[config.mk]
export PLATFORM = sky130hd
export DESIGN_NAME = uart_rx_fifo_flat
export DESIGN_NICKNAME = d
export VERILOG_FILES = /design/src/rtl/uart_rx_fifo_if.sv /design/src/rtl/uart_rx_fifo.sv /design/src/flat_wrapper.sv
export SDC_FILE = /design/constraint.sdc
export NUM_CORES = 1
export LEC_CHECK = 0
export ABC_AREA = 1
export CORE_MARGIN = 2
export CORE_UTILIZATION = 46
export DETAILED_ROUTE_END_ITERATION = 10
export GPL_TIMING_DRIVEN = 0
export PLACE_DENSITY_LB_ADDON = 0.15
export SETUP_SLACK_MARGIN = 0.02
export SYNTH_ARGS = -nofsm -noshare
export SYNTH_HDL_FRONTEND = slang
export SYNTH_SLANG_ARGS = --single-unit
[constraint.sdc]
create_clock -name clk -period 2.8 [get_ports clk]
set_clock_uncertainty 0.05 [all_clocks]
set_input_delay 0.42 -clock clk [delete_from_list [all_inputs] [get_ports clk]]
set_output_delay 0.42 -clock clk [all_outputs]
set_load 0.02 [all_outputs]
[src/rtl/uart_rx_fifo_if.sv]
// Purpose: host/receiver-side signal bundle for the UART receive FIFO.
// Latency: n/a (wires only).
// Backpressure: i_rd_ready stalls the read side; the write side has no stall, only overflow.
interface uart_rx_fifo_if #(
  parameter int DATA_W = 8,
  parameter int DEPTH  = 16
);
  logic                     i_wr_en;
  logic [DATA_W-1:0]        i_wr_data;
  logic [DATA_W-1:0]        o_rd_data;
  logic                     o_rd_valid;
  logic                     i_rd_ready;
  logic [$clog2(DEPTH):0]   o_count;
  logic                     o_empty;
  logic                     o_full;
  logic                     o_afull;
  logic                     o_overflow;
  logic                     i_clr_ovf;

  // The FIFO itself
  modport slave (
    input  i_wr_en, i_wr_data, i_rd_ready, i_clr_ovf,
    output o_rd_data, o_rd_valid, o_count, o_empty, o_full, o_afull, o_overflow
  );

  // Receiver + host driving the FIFO
  modport master (
    output i_wr_en, i_wr_data, i_rd_ready, i_clr_ovf,
    input  o_rd_data, o_rd_valid, o_count, o_empty, o_full, o_afull, o_overflow
  );
endinterface

[src/rtl/uart_rx_fifo.sv]
// Purpose: circular receive FIFO behind the UART receiver, first-word-fall-through read side.
// Latency: a byte strobed in at edge N is on o_rd_data with o_rd_valid=1 right after edge N.
// Backpressure: host stalls with i_rd_ready=0; a write into a full FIFO without a pop is dropped and flagged.
module uart_rx_fifo #(
  parameter int DATA_W    = 8,
  parameter int DEPTH     = 16,
  parameter int AFULL_LVL = 12
) (
  input  logic            clk,
  input  logic            reset,
  uart_rx_fifo_if.slave   bus
);
  localparam int AW = $clog2(DEPTH);
  localparam int CW = AW + 1;

  logic [DATA_W-1:0] mem [DEPTH];
  logic [AW-1:0]     wr_ptr;
  logic [AW-1:0]     rd_ptr;
  logic [CW-1:0]     count;
  logic              ovf;

  logic full;
  logic empty;
  logic pop;
  logic push;
  logic drop;

  // Status comes only from the registered count so it never follows input glitches.
  assign empty = (count == '0);
  assign full  = (count == CW'(DEPTH));
  assign pop   = ~empty & bus.i_rd_ready;
  // A pop in the same cycle frees the slot, so a full FIFO can still accept a write.
  assign push  = bus.i_wr_en & (~full | pop);
  assign drop  = bus.i_wr_en & full & ~pop;

  // Storage: written at the write pointer on every accepted push.
  always_ff @(posedge clk or negedge reset) begin
    if (!reset) begin
      for (int i = 0; i < DEPTH; i++) mem[i] <= '0;
    end else if (push) begin
      mem[wr_ptr] <= bus.i_wr_data;
    end
  end

  // Pointers advance on push/pop and wrap naturally at the power-of-two depth.
  always_ff @(posedge clk or negedge reset) begin
    if (!reset) begin
      wr_ptr <= '0;
      rd_ptr <= '0;
    end else begin
      if (push) wr_ptr <= wr_ptr + AW'(1);
      if (pop)  rd_ptr <= rd_ptr + AW'(1);
    end
  end

  // Occupancy: simultaneous push and pop leave it unchanged.
  always_ff @(posedge clk or negedge reset) begin
    if (!reset) begin
      count <= '0;
    end else if (push && !pop) begin
      count <= count + CW'(1);
    end else if (pop && !push) begin
      count <= count - CW'(1);
    end
  end

  // Sticky overflow: a new drop wins over a clear in the same cycle.
  always_ff @(posedge clk or negedge reset) begin
    if (!reset) begin
      ovf <= 1'b0;
    end else if (drop) begin
      ovf <= 1'b1;
    end else if (bus.i_clr_ovf) begin
      ovf <= 1'b0;
    end
  end

  assign bus.o_rd_data  = mem[rd_ptr];
  assign bus.o_rd_valid = ~empty;
  assign bus.o_count    = count;
  assign bus.o_empty    = empty;
  assign bus.o_full     = full;
  assign bus.o_afull    = (count >= CW'(AFULL_LVL));
  assign bus.o_overflow = ovf;
endmodule

[src/flat_wrapper.sv]
// flat-port wrapper written by rule: the top's interface ports become plain ports
module uart_rx_fifo_flat 
#(
  parameter int DATA_W    = 8,
  parameter int DEPTH     = 16,
  parameter int AFULL_LVL = 12
)
  (clk, reset, bus_i_wr_en, bus_i_wr_data, bus_i_rd_ready, bus_i_clr_ovf, bus_o_rd_data, bus_o_rd_valid, bus_o_count, bus_o_empty, bus_o_full, bus_o_afull, bus_o_overflow);
  uart_rx_fifo_if #(.DATA_W(DATA_W), .DEPTH(DEPTH)) bus_i ();
  input  logic clk;
  input  logic reset;
  input wire logic [$bits(bus_i.i_wr_en)-1:0] bus_i_wr_en;
  input wire logic [$bits(bus_i.i_wr_data)-1:0] bus_i_wr_data;
  input wire logic [$bits(bus_i.i_rd_ready)-1:0] bus_i_rd_ready;
  input wire logic [$bits(bus_i.i_clr_ovf)-1:0] bus_i_clr_ovf;
  output wire logic [$bits(bus_i.o_rd_data)-1:0] bus_o_rd_data;
  output wire logic [$bits(bus_i.o_rd_valid)-1:0] bus_o_rd_valid;
  output wire logic [$bits(bus_i.o_count)-1:0] bus_o_count;
  output wire logic [$bits(bus_i.o_empty)-1:0] bus_o_empty;
  output wire logic [$bits(bus_i.o_full)-1:0] bus_o_full;
  output wire logic [$bits(bus_i.o_afull)-1:0] bus_o_afull;
  output wire logic [$bits(bus_i.o_overflow)-1:0] bus_o_overflow;
  assign bus_i.i_wr_en = bus_i_wr_en;
  assign bus_i.i_wr_data = bus_i_wr_data;
  assign bus_i.i_rd_ready = bus_i_rd_ready;
  assign bus_i.i_clr_ovf = bus_i_clr_ovf;
  assign bus_o_rd_data = bus_i.o_rd_data;
  assign bus_o_rd_valid = bus_i.o_rd_valid;
  assign bus_o_count = bus_i.o_count;
  assign bus_o_empty = bus_i.o_empty;
  assign bus_o_full = bus_i.o_full;
  assign bus_o_afull = bus_i.o_afull;
  assign bus_o_overflow = bus_i.o_overflow;
  uart_rx_fifo #(.DATA_W(DATA_W), .DEPTH(DEPTH), .AFULL_LVL(AFULL_LVL)) u_core (.clk(clk), .reset(reset), .bus(bus_i));
endmodule
==> metrics.cfg <==
[worst_setup_path]
required_ns = 2.33
endpoint_kind = primary output
cpMostUsedCell = nand3_1
worst_path_max_delay_cell = dfrtp_1
cpPeakStageDelay_ns = 0.41
reg2reg_slack_ns = 0.38
worst-setup-path-type = reg2out
cp-start-kind = flip-flop
worstPathArrival_ns = 2.26
r2r_start = u_core.bus.o_count[0]
worstPathMaxFanout = 10
r2r_cells = 12
cp_cell_sequence = clkbuf_4, buf_4, nand2_1, nand3_1, nand3_1, nand3_1, nand2_1, dlygate4sd2_1
r2r_end = u_core.bus.o_count[4]

[final_layout]
antenna_cells = 0
drive_above_1_share_pct = 9.73
most-common-layout-cells = nand2_1 (448), dfrtp_1 (142), nand4_1 (128), inv_1 (114), nand3_1 (109)
final_nets = 1151
final_cell_area_sq_um = 9130
final_common_cell = nand2_1
area_growth_pct = 15.8
utilization_pct = 54.9

[global_route]
grt_start_max_net_pins = 90
grt_pass1_wl_mm = 40.2
use_met2_pct = 43.8
grt_busiest_layer = met2
grt_use_met1_pct = 41.9
overflow = 0
grt_use_met3_pct = 7.06
antenna_found_initial = 0
grt_usage_pct = 29.6
grt_pass1_vias = 7030

[power]
p_seq_share_pct = 31.6
p_sw_mw = 4.83
switching_share_pct = 43.9
clockPowerShare_pct = 23.1
totalPowerFinal_mw = 11.0
irDropWorstVdd_v = 0.000693
power_density_nw_per_um2 = 1200
combPwrFrac_pct = 45.3
intPower_mw = 6.17
leakagePower_nw = 4.78

[yosys]
synth_cell_types = 20
yosys_warnings = 0
synth_nets = 1108
synth.avg_cell_area_sq_um = 7.26
ys_seq_area_share_pct = 45.1
syn_area_sq_um = 7880
syn_inst = 1085
synth-seq-cells = 142

[clocking]
htreeDepth = 4
cts-root-buf = clkbuf_16
clock_sinks = 142
clk_pin_slew_ns = 0.06
cts_tree = done
cts_max_path_buffers = 2
insertion_delay_ns = 0.43
cts_buffers = 17

[routing]
ant_nets = 0
postRouteWirelength_mm = 25.7
drt_iter0_drc = 728
wl_per_cell_um = 18.9
vias = 7527
vias_per_cell = 5.53
drtPass1Iterations = 5
drc = 0

[floorplan]
ios = 31
die_h_um = 135
fp.coreArea_sq_um = 16600
die_w_um = 135
start_util_pct = 47.4
rows = 47
die-area_sq_um = 18200

[min_path]
holdPathStages = 3
whs_endpoint = u_core.wr_ptr[0]
hold_class = in2reg
min_from = bus_i_wr_en

[timing]
setup_viol = 0
layout_min_cycle_time_ns = 2.73
timing.fmax_ghz = 0.367
hold_violations = 0
slew_violations = 0
rsz0062_at_grt = false
worst_pin_slew_ns = 0.925
slew_headroom_pct = 38.3
fin_crit_sh_pct = 97.4

[run]
cap_violations = 0

[placed_design]
place_area_sq_um = 8400
globalplace.congestion = 0.930
port_buffers = 21
hpwl_mm = 17.1

[status]
status = finished, final reports clean

## worst max-delay path by stage
stage / startpoint / endpoint / slack (ns) / cells after the start
after global placement: reset / u_core.bus.o_count[3] / -4.80 / 1
after floorplan: u_core.bus.o_count[0] / u_core.bus.o_count[4] / 0.37 / 12
after detailed placement: bus_i_rd_ready / u_core.bus.o_count[4] / -0.26 / 14
after CTS: u_core.rd_ptr[0] / bus_o_rd_data[2] / 0.07 / 9
after global routing: u_core.rd_ptr[0] / bus_o_rd_data[5] / 0.02 / 9
final: u_core.rd_ptr[0] / bus_o_rd_data[4] / 0.07 / 8
## through the flow
stage	TNS, ns	instances	setup WS [ns]	hold WS, ns
finish	0	1361	0.0724	0.375
global placement	-679.69	1326	-4.80	0.404
floorplan	0	1085	0.372	0.0744
CTS	0	1359	0.0718	0.372
global route	0	1361	0.0212	0.388
detailed placement	-0.674	1327	-0.258	0.367
## cell type report
type                    instances  area [sq um]
clock buffers                  19           433
clock inverters                13           213
flip-flops and latches        142          3550
plain buffers                  71           383
fillers                      1616          7510
repair buffers                 25           254
inverters                     117           440
multi-input cells             754          3580
well taps                     220           275
## timing repair
action | CTS | global route
setup buffers | 0 | 2
pin swaps | 0 | 1
endpoints found under the hold margin | 53 | 0
endpoints found under the setup margin | 8 | 8
resized for setup | 32 | 8
cloned | 0 | 0
hold buffers | 1 | 0
## registers in the layout, indices dropped and copies added, names as in the netlist
signal,count
u_core.bus.o_count,5
u_core.bus.o_overflow,1
u_core.wr_ptr,4
u_core.rd_ptr,4
u_core.mem,128
## power groups by stage
stage	combinational (mW)	sequential [mW]	clock, mW
3_5_place_dp	4.87	3.46	0
2_1_floorplan	3.21	3.39	0
5_1_grt	5.53	3.58	2.65
6_report	4.98	3.47	2.54
4_1_cts	4.87	3.46	2.57
3_3_place_gp	4.82	3.46	0
## routing by layer
layer / up-vias / part of all wire (%)
met5: - / 0
met4: 0 / 2.9
met3: 61 / 9.6
met2: 353 / 44
met1: 3520 / 44
li1: 3593 / -
## Yosys cell counts, drive strengths merged
| cell type | instances | share of area [%] |
|---|---|---|
| ha | 9 | 1.4 |
| fa | 1 | 0.25 |
| xor2 | 5 | 0.56 |
| a21oi | 5 | 0.32 |
| xnor2 | 2 | 0.22 |
| clkbuf | 22 | 1.0 |
| dfrtp | 142 | 45 |
| nand2 | 449 | 21 |
| nand4 | 129 | 10 |
| nand3 | 122 | 8.5 |
| buf | 50 | 3.0 |
| clkinv | 2 | 0.095 |
| nor2 | 26 | 1.8 |
| o21ai | 6 | 0.38 |
| inv | 115 | 5.5 |
## worst max-delay path, delay by kind of cell, from the launching register on
family	cells	cell delay (ns)
buf+inv	3	0.81
simple gates	5	0.59
flops	1	0.41
## cells by family after synthesis
group	share of synthesized area, %
compound gates	0.698
xor+xnor	0.778
fa+ha+maj	1.68
buf+inv	9.62
flops	45.1
simple gates	42.1
Note: power is estimated with default switching activity, not from simulation.
